===== config.mk =====
export PLATFORM = sky130hd
export DESIGN_NAME = ava_display_out
export DESIGN_NICKNAME = d
export VERILOG_FILES = /design/src/rtl/ava_display_out.sv
export SDC_FILE = /design/constraint.sdc
export NUM_CORES = 1
export LEC_CHECK = 0
export BUFFER_PORTS_ARGS = -buffer_cell sky130_fd_sc_hd__buf_2
export CAP_MARGIN = 20
export CORE_MARGIN = 2
export CORE_UTILIZATION = 40
export DETAILED_ROUTE_END_ITERATION = 6
export MAX_ROUTING_LAYER = met4
export SLEW_MARGIN = 20
export SYNTH_ARGS = -nofsm -noshare
export SYNTH_HDL_FRONTEND = slang
export SYNTH_SLANG_ARGS = --single-unit

===== constraint.sdc =====
create_clock -name clk -period 2.65 [get_ports clk]
set_input_delay 0.265 -clock clk [delete_from_list [all_inputs] [get_ports clk]]
set_output_delay 0.265 -clock clk [all_outputs]
set_load 0.1 [all_outputs]

===== src/rtl/ava_display_out.sv =====
// rtl/ava_display_out.sv - pixel FIFO and VGA-style timing generator for the AVA display path
// Pixels from VRAM are queued, then presented one per active pixel tick with hsync/vsync/de.

module ava_pixel_fifo #(
  parameter int WIDTH = 8,
  parameter int DEPTH = 16
) (
  input  logic                     clk,
  input  logic                     reset,
  input  logic                     push,
  input  logic [WIDTH-1:0]         push_data,
  input  logic                     pop,
  output logic [WIDTH-1:0]         pop_data,
  output logic [$clog2(DEPTH):0]   count
);
  localparam int AW = $clog2(DEPTH);
  localparam int CW = AW + 1;

  logic [WIDTH-1:0] mem [DEPTH];
  logic [AW-1:0]    wr_ptr;
  logic [AW-1:0]    rd_ptr;

  always_ff @(posedge clk) begin
    if (push) mem[wr_ptr] <= push_data;
  end

  assign pop_data = mem[rd_ptr];

  // Power-of-two depth lets the pointers wrap naturally.
  always_ff @(posedge clk or posedge reset) begin
    if (reset) begin
      wr_ptr <= '0;
      rd_ptr <= '0;
      count  <= '0;
    end else begin
      if (push) wr_ptr <= wr_ptr + AW'(1);
      if (pop)  rd_ptr <= rd_ptr + AW'(1);
      case ({push, pop})
        2'b10:   count <= count + CW'(1);
        2'b01:   count <= count - CW'(1);
        default: ;
      endcase
    end
  end
endmodule

module ava_display_out #(
  parameter int PIXEL_WIDTH = 8,
  parameter int FIFO_DEPTH  = 16,
  parameter int FULL_MARGIN = 2,
  parameter int START_LEVEL = 8,
  parameter int CLK_DIV     = 4,
  parameter int H_ACTIVE    = 640,
  parameter int H_FP        = 16,
  parameter int H_SYNC      = 96,
  parameter int H_BP        = 48,
  parameter int V_ACTIVE    = 480,
  parameter int V_FP        = 10,
  parameter int V_SYNC      = 2,
  parameter int V_BP        = 33,
  parameter bit SYNC_POL    = 1'b0
) (
  input  logic                   clk,
  input  logic                   reset,
  input  logic                   pixel_valid,
  input  logic [PIXEL_WIDTH-1:0] pixel_data,
  output logic                   pixel_fifo_full,
  input  logic                   err_clr,
  output logic [PIXEL_WIDTH-1:0] pix_out,
  output logic                   de,
  output logic                   hsync,
  output logic                   vsync,
  output logic                   frame_start,
  output logic                   underflow,
  output logic                   overflow
);
  localparam int H_TOTAL = H_ACTIVE + H_FP + H_SYNC + H_BP;
  localparam int V_TOTAL = V_ACTIVE + V_FP + V_SYNC + V_BP;
  localparam int CW      = $clog2(FIFO_DEPTH) + 1;
  localparam int HW      = $clog2(H_TOTAL);
  localparam int VW      = $clog2(V_TOTAL);
  localparam int DW      = (CLK_DIV > 1) ? $clog2(CLK_DIV) : 1;

  localparam logic [HW-1:0] H_ACT_C  = HW'(H_ACTIVE);
  localparam logic [HW-1:0] HS_BEG_C = HW'(H_ACTIVE + H_FP);
  localparam logic [HW-1:0] HS_END_C = HW'(H_ACTIVE + H_FP + H_SYNC);
  localparam logic [HW-1:0] H_LAST_C = HW'(H_TOTAL - 1);
  localparam logic [VW-1:0] V_ACT_C  = VW'(V_ACTIVE);
  localparam logic [VW-1:0] VS_BEG_C = VW'(V_ACTIVE + V_FP);
  localparam logic [VW-1:0] VS_END_C = VW'(V_ACTIVE + V_FP + V_SYNC);
  localparam logic [VW-1:0] V_LAST_C = VW'(V_TOTAL - 1);
  localparam logic [DW-1:0] DIV_LAST = DW'(CLK_DIV - 1);

  typedef enum logic {IDLE, RUN} state_t;

  state_t                 state, state_nxt;
  logic [DW-1:0]          div_cnt;
  logic [HW-1:0]          h_cnt;
  logic [VW-1:0]          v_cnt;
  logic [CW-1:0]          fifo_count;
  logic [PIXEL_WIDTH-1:0] fifo_data;
  logic                   tick, active, fifo_empty, fifo_at_max;
  logic                   push, pop, hs_on, vs_on;

  assign fifo_empty      = (fifo_count == '0);
  assign fifo_at_max     = (fifo_count == CW'(FIFO_DEPTH));
  assign pixel_fifo_full = (fifo_count >= CW'(FIFO_DEPTH - FULL_MARGIN));

  assign tick   = (state == RUN) && (div_cnt == DIV_LAST);
  assign active = tick && (h_cnt < H_ACT_C) && (v_cnt < V_ACT_C);
  assign push   = pixel_valid && !fifo_at_max;
  assign pop    = active && !fifo_empty;
  assign hs_on  = (h_cnt >= HS_BEG_C) && (h_cnt < HS_END_C);
  assign vs_on  = (v_cnt >= VS_BEG_C) && (v_cnt < VS_END_C);

  ava_pixel_fifo #(.WIDTH(PIXEL_WIDTH), .DEPTH(FIFO_DEPTH)) u_fifo (
    .clk       (clk),
    .reset     (reset),
    .push      (push),
    .push_data (pixel_data),
    .pop       (pop),
    .pop_data  (fifo_data),
    .count     (fifo_count)
  );

  always_ff @(posedge clk or posedge reset) begin
    if (reset) state <= IDLE;
    else       state <= state_nxt;
  end

  // Timing stays parked until enough pixels are buffered; only reset returns to IDLE.
  always_comb begin
    state_nxt = state;
    case (state)
      IDLE:    if (fifo_count >= CW'(START_LEVEL)) state_nxt = RUN;
      RUN:     state_nxt = RUN;
      default: state_nxt = IDLE;
    endcase
  end

  always_ff @(posedge clk or posedge reset) begin
    if (reset) begin
      div_cnt <= '0;
      h_cnt   <= '0;
      v_cnt   <= '0;
    end else if (state != RUN) begin
      div_cnt <= '0;
    end else begin
      div_cnt <= (div_cnt == DIV_LAST) ? '0 : div_cnt + DW'(1);
      if (tick) begin
        if (h_cnt == H_LAST_C) begin
          h_cnt <= '0;
          v_cnt <= (v_cnt == V_LAST_C) ? '0 : v_cnt + VW'(1);
        end else begin
          h_cnt <= h_cnt + HW'(1);
        end
      end
    end
  end

  always_ff @(posedge clk or posedge reset) begin
    if (reset) begin
      pix_out     <= '0;
      de          <= 1'b0;
      hsync       <= ~SYNC_POL;
      vsync       <= ~SYNC_POL;
      frame_start <= 1'b0;
    end else begin
      frame_start <= tick && (h_cnt == '0) && (v_cnt == '0);
      if (tick) begin
        de      <= active;
        hsync   <= hs_on ? SYNC_POL : ~SYNC_POL;
        vsync   <= vs_on ? SYNC_POL : ~SYNC_POL;
        pix_out <= pop ? fifo_data : '0;
      end
    end
  end

  // A new error event in the same cycle wins over err_clr.
  always_ff @(posedge clk or posedge reset) begin
    if (reset) begin
      underflow <= 1'b0;
      overflow  <= 1'b0;
    end else begin
      if (active && fifo_empty)     underflow <= 1'b1;
      else if (err_clr)             underflow <= 1'b0;
      if (pixel_valid && fifo_at_max) overflow <= 1'b1;
      else if (err_clr)               overflow <= 1'b0;
    end
  end
endmodule


=== Yosys cells after proc, flatten, opt, wreduce, memory -nomap -nowiden ===
Memory sizes are Yosys's and may differ from the RTL's.
Cells that the tools add are included.

* Add/subtract/negate cells: 7
* $lt $le $gt $ge: 8
* Equal/unequal tests: 6
* Mux-type cells: 15
* Bitwise logic cells: 1
* Reduce and logical (&&, ||, !) cells: 21

{| class="wikitable"
|+ Operators with widths
! cell !! count
|-
| 10-bit by 1-bit adder with 10-bit output (second input constant) || 2
|-
| 10-bit == test (second input constant) || 2
|-
| 10-bit logical NOT || 2
|-
| 10-bit less-than comparator (second input constant) || 2
|-
| 10-bit by 9-bit less-than comparator with 1-bit output (second input constant) || 2
|-
| 10-bit 2-to-1 mux || 2
|-
| 1-bit logical AND || 11
|-
| 10-bit greater-or-equal comparator (second input constant) || 1
|-
| 10-bit by 9-bit greater-or-equal comparator with 1-bit output (second input constant) || 1
|-
| 5-bit by 4-bit greater-or-equal comparator with 1-bit output (second input constant) || 2
|-
| 5-bit one-hot mux with 2 select lines || 1
|-
| 4-bit by 1-bit adder with 4-bit output (second input constant) || 2
|-
| 1-bit 2-to-1 mux || 8
|-
| 8-bit 2-to-1 mux || 1
|-
| 2-bit nonzero test || 3
|-
| 5-bit by 1-bit adder with 5-bit output (second input constant) || 1
|-
| 5-bit == test (second input constant) || 1
|-
| 5-bit logical NOT || 1
|-
| 5-bit by 1-bit subtractor with 5-bit output (second input constant) || 1
|-
| 2-bit == test (second input constant) || 2
|-
| 2-bit 2-to-1 mux || 2
|-
| 3-bit AND reduction || 1
|-
| 2-bit by 1-bit adder with 2-bit output (second input constant) || 1
|-
| 2-bit by 1-bit == test with 1-bit output (second input constant) || 1
|-
| 4 further kinds || 5
|}

* Flip-flop bits (word level): 50
* Memory bits (writable): 128
* Output and inout bits: 15
* Memories: 1

{| class="wikitable"
|+ Memories
! memory !! depth !! bits a word !! read ports !! clocked after Yosys merged registers in !! wr ports !! RTL line !! source
|-
| u_fifo.mem || 16 || 8 || 1 || 0 || 1 || 19 || <nowiki>logic [WIDTH-1:0] mem [DEPTH];</nowiki>
|}

=== Logic depth before layout (Yosys ltp) ===
* Word-level depth: 7
* Depth in mapped cells: 13
* Mapped depth without buffers: 12

=== Cells and area by module ===
Synthesis repeated with hierarchy kept, for this count alone.

* Cells, all modules: 464
* Area, all modules: 7579.8 sq um

{| class="wikitable"
|+ By module, submodules not included
! module !! times used !! cells an instance !! area an instance (sq um)
|-
| ava_pixel_fifo || 1 || 290 || 5770.5
|-
| ava_display_out || 1 || 174 || 1809.2
|}

=== Worst setup path before layout ===
Ideal clock, no wire load.

* Kind: register -> register
* Start: reg u_fifo.count[1]
* End: reg u_fifo.count[4]
* Setup time: 123 ps
* Arrival: 2393 ps
* Slack: 134 ps
* Cell stages (with the launch flop): 14
* Buffers on the path: 2
* Path through: dfrtp_1 -> buf_6 -> nor4_4 -> nand2_1 -> nand2_2 -> inv_4 -> ha_1 -> buf_2 -> xor2_1 -> ha_1 -> o211a_1 -> o31ai_1 -> a31oi_1 -> xnor2_1

* Word-level cells in the longest chain between the ends: 5

{| class="wikitable"
|+ Ends and longest elaborated chain
! what !! RTL line !! source
|-
| from (decl) || 14 || <nowiki>output logic [$clog2(DEPTH):0] count</nowiki>
|-
| from (signal assigned) || 39 || <nowiki>2'b10: count <= count + CW'(1);</nowiki>
|-
| from (signal assigned) || 40 || <nowiki>2'b01: count <= count - CW'(1);</nowiki>
|-
| 5-bit logical NOT * || 105 || <nowiki>assign fifo_empty = (fifo_count == '0);</nowiki>
|-
| 1-bit logical NOT * || 112 || <nowiki>assign pop = active && !fifo_empty;</nowiki>
|-
| 1-bit logical AND * || 112 ||
|-
| named net pop || 103 || <nowiki>logic push, pop, hs_on, vs_on;</nowiki>
|-
| 2-bit by 1-bit == test with 1-bit output / 2-bit == test (equally long branches) || 38 || <nowiki>case ({push, pop})</nowiki>
|-
| 5-bit one-hot mux with 2 select lines / 2-bit nonzero test (equally long branches) || -- ||
|}

The timed path passes the listed nets; every way through them passes the cells marked *.
A chain may end at the register's enable or synchronous reset.

=== Worst setup path in the final report ===
* Start: reg u_fifo.count[0]
* End: reg u_fifo.count[4]

The elaborated chain is that of the path after synthesis.

==> metrics.csv <==
stage,metric,value,unit
yosys,"EDFF count, synth",128,
placed_design,dpl hpwl,10600,um
flow_run,Max Cap Violations,0,
routing,Post-DRT Antenna Nets,0,
final_layout,Antenna Cells,0,
yosys,Synth Instances,538,
die,core footprint,18710,um2
global_route,antenna violations before repair,0,
setup_path,Worst path slowest cell,dfrtp_2,
power_and_ir_drop,Lkg Pwr,3.190,nW
power_and_ir_drop,Peak supply drop,0.0004909,V
sta,Finish-stage setup viols,0,
setup_path,Worst setup EP type,flip-flop,
die,Ports,27,
yosys,Async SR Flop Fraction,28.09,%
global_route,GRT Util Overall,16.99,%
setup_path,Critical Path Most Common Cell,ha_1,
power_and_ir_drop,total power per unit cell area,979.3,nW/um2
outcome,outcome,completed,
setup_path,Critical Path Source Type,flip-flop,
clock_tree,TritonCTS clock tree,yes,
yosys,"FF+latch count, synth",178,
placed_design,GP Congestion,0.8113,
die,starting density of the core,40.86,%
final_layout,area of the multi-input gates,2328,um2
clock_tree,Clock Tree Root,clkbuf_16,
sta,Tcrit/Tclk final,91.81,%
final_layout,filler cell count,1628,
routing,final wirelength,15770,um
global_route,largest net degree at the start of global routing,28,
routing,DR WL/cell,18.81,um
placed_design,Port Buffers,26,
yosys,Synth cell types,56,
sta,Setup Skew,0.01354,ns
sta,Final Critical Period,2.433,ns
sta,Slew headroom,56.32,%
yosys,"Primary FF master, synth",edfxtp_1,
sta,setup ws final,0.2170,ns
final_layout,Synth-to-Final Area Change,14.46,%
clock_tree,Max clock buf depth,2,
yosys,register area share after synthesis,66.70,%
sta,highest clock rate,411.0,MHz
routing,Vias,4490,
sta,Worst Tran Pin Value,0.6528,ns
final_layout,Nets,617,
routing,Via-to-Cell Ratio,5.358,
clock_tree,CTS H-tree lvls,4,
routing,initial drt markers,273,
setup_path,"slowest stage delay, CP",0.45,ns
power_and_ir_drop,Total Power,8.566,mW
die,Rows,50,
final_layout,"non-filler cells, final",838,
sta,Min Hold Slack,0.1276,ns
die,die area,20230,um2
placed_design,dpl cells,803,
clock_tree,clock latency at the later pin of the worst-skew pair,0.43,ns
sta,Slew Limit Fails,0,
yosys,Netlist Area Pre-Place,7642,um2
global_route,gr ovfl total,0,
clock_tree,Num CTS Buffers,17,
global_route,first-pass GRT wire length,24900,um
final_layout,final core occ,46.76,%
final_layout,FF/Latch Area,5102,um2
clock_tree,Clock Pin Slew Worst Setup and Hold Paths,0.07,ns
setup_path,CP Buf/Inv Count,1,
sta,Fin. Hold Viols,0,
setup_path,Worst Path Max Fanout,6,
clock_tree,# clock sinks,178,
die,die width,142.2,um
routing,DRT Pass-1 Iters,4,
setup_path,kind of critical path,flip-flop to flip-flop,
routing,DRC Markers,0,
yosys,synth warn,0,
global_route,vias in the first global route,4453,
final_layout,layout cells sized above 1,19.04,%
setup_path,WP data arrival,2.75,ns
setup_path,CP required,2.96,ns
yosys,Syn Nets,564,
setup_path,CP cell instances,"nor4_4, nand2_1, nand2_2, inv_4, ha_1, xor2_1, ha_1, o211a_1, o31ai_1, a31oi_1, xnor2_1",
yosys,"Avg Cell Area, Syn",14.21,um2
setup_path,"CP delay by family, top",simple AND/OR/NAND/NOR gates,
die,chip height,142.2,um
placed_design,"worst slack, placed",0.2183,ns
hold_path,Hold Crit Class,input port to flip-flop,
==> per-stage QoR <==
step,setup TNS [ns],cell area [um2]
after floorplan,0,7642
after global placement,0,8153
after CTS,0,8731
after global routing,-0.008432,8747
final,0,8747
after detailed placement,0,8153
==> sequential cells by signal, summed over array words and instances (netlist names) <==
signal         flops
u_fifo.count       5
u_fifo.mem       128
u_fifo.rd_ptr      4
state              1
vsync              1
overflow           1
u_fifo.wr_ptr      4
v_cnt             10
de                 1
hsync              1
h_cnt             10
pix_out            8
underflow          1
frame_start        1
div_cnt            2
==> worst register-to-register path, delay by kind of cell, from the launching register on <==
family	cells	cell delay [ns]
adders and majority gates	2	0.44
buffers and inverters	1	0.06
DFF	1	0.45
and+or+nand+nor	3	0.60
AOI/OAI and AO/OA	3	0.50
xor gates and xnor gates	2	0.29
==> final timing paths <==
| kind | startpoint | end | slack [ns] | cells past startpoint |
|---|---|---|---|---|
| setup / recovery | u_fifo.count[0] | u_fifo.count[4] | 0.22 | 11 |
| hold / removal | pixel_valid | overflow | 0.13 | 2 |
| setup reg to reg | u_fifo.count[0] | u_fifo.count[4] | 0.22 | 11 |
| hold reg to reg | div_cnt[0] | div_cnt[0] | 0.44 | 1 |
| max in group asynchronous | reset | hsync | 1.58 | 4 |
| min in group asynchronous | reset | v_cnt[4] | 0.41 | 3 |
==> metal layers <==
| layer | GRT usage, % | part of all wire (%) |
|---|---|---|
| met1 | 22.49 | 47 |
| met2 | 26.16 | 48 |
| met3 | 3.970 | 4.2 |
| met4 | 5.316 | 0.49 |
| met5 | - | 0 |
==> logic make-up after synthesis <==
logic type | Yosys count | synth area share (%)
XOR/XNOR | 20 | 2.292
flip-flops | 178 | 66.70
AO/OA/AOI/OAI | 79 | 6.598
multiplexers | 68 | 9.136
adder cells (fa/ha/maj) | 14 | 2.292
buffers and inverters | 41 | 2.832
AND/OR/NAND/NOR | 138 | 10.15
==> cell usage in the layout (no fill, tap or decap), drive strengths merged, types with 11 or more instances in the layout <==
cell,n
inv,24
dfrtp,48
o21ai,27
edfxtp,128
nand2,34
clkbuf,19
buf,58
nor2,32
xnor2,11
o22ai,16
mux2i,57
nor3,14
ha,14
nor4,14
mux2,11
==> what timing repair did <==
item	4_1_cts	5_1_grt
setup endpoints to repair	0	1
hold buffers	1	0
hold endpoints to repair	20	0
setup buffers	0	2
resized for setup	0	1
==> power by group <==
group / total [mW] / internal, mW / switching (mW)
combinational: 2.46 / 0.799 / 1.66
sequential: 3.71 / 3.36 / 0.356
clock: 2.39 / 1.25 / 1.14
==> layout make-up <==
cell class	count	area share (%)
inverter	16	0.7152
clock buffer	19	4.949
multi-input combinational	319	26.62
tap	234	3.347
timing repair buffer	59	4.491
sequential	178	58.33
clock inverter	13	1.545
==> Yosys cell counts, types with 9 or more instances <==
master,instances,area (um2)
dfrtp_1,48,1201
o31ai_1,9,67.56
edfxtp_1,128,3844
o22ai_1,16,100.1
inv_1,15,56.30
xor2_1,9,78.83
nor3_1,13,65.06
mux2i_1,57,570.6
nand3_1,9,45.04
nand2_1,33,123.9
mux2_2,10,112.6
ha_1,14,175.2
nor2_1,32,120.1
nor4_1,13,81.33
xnor2_1,11,96.34
o21ai_0,27,135.1
Note: power is estimated with default switching activity, not from simulation.
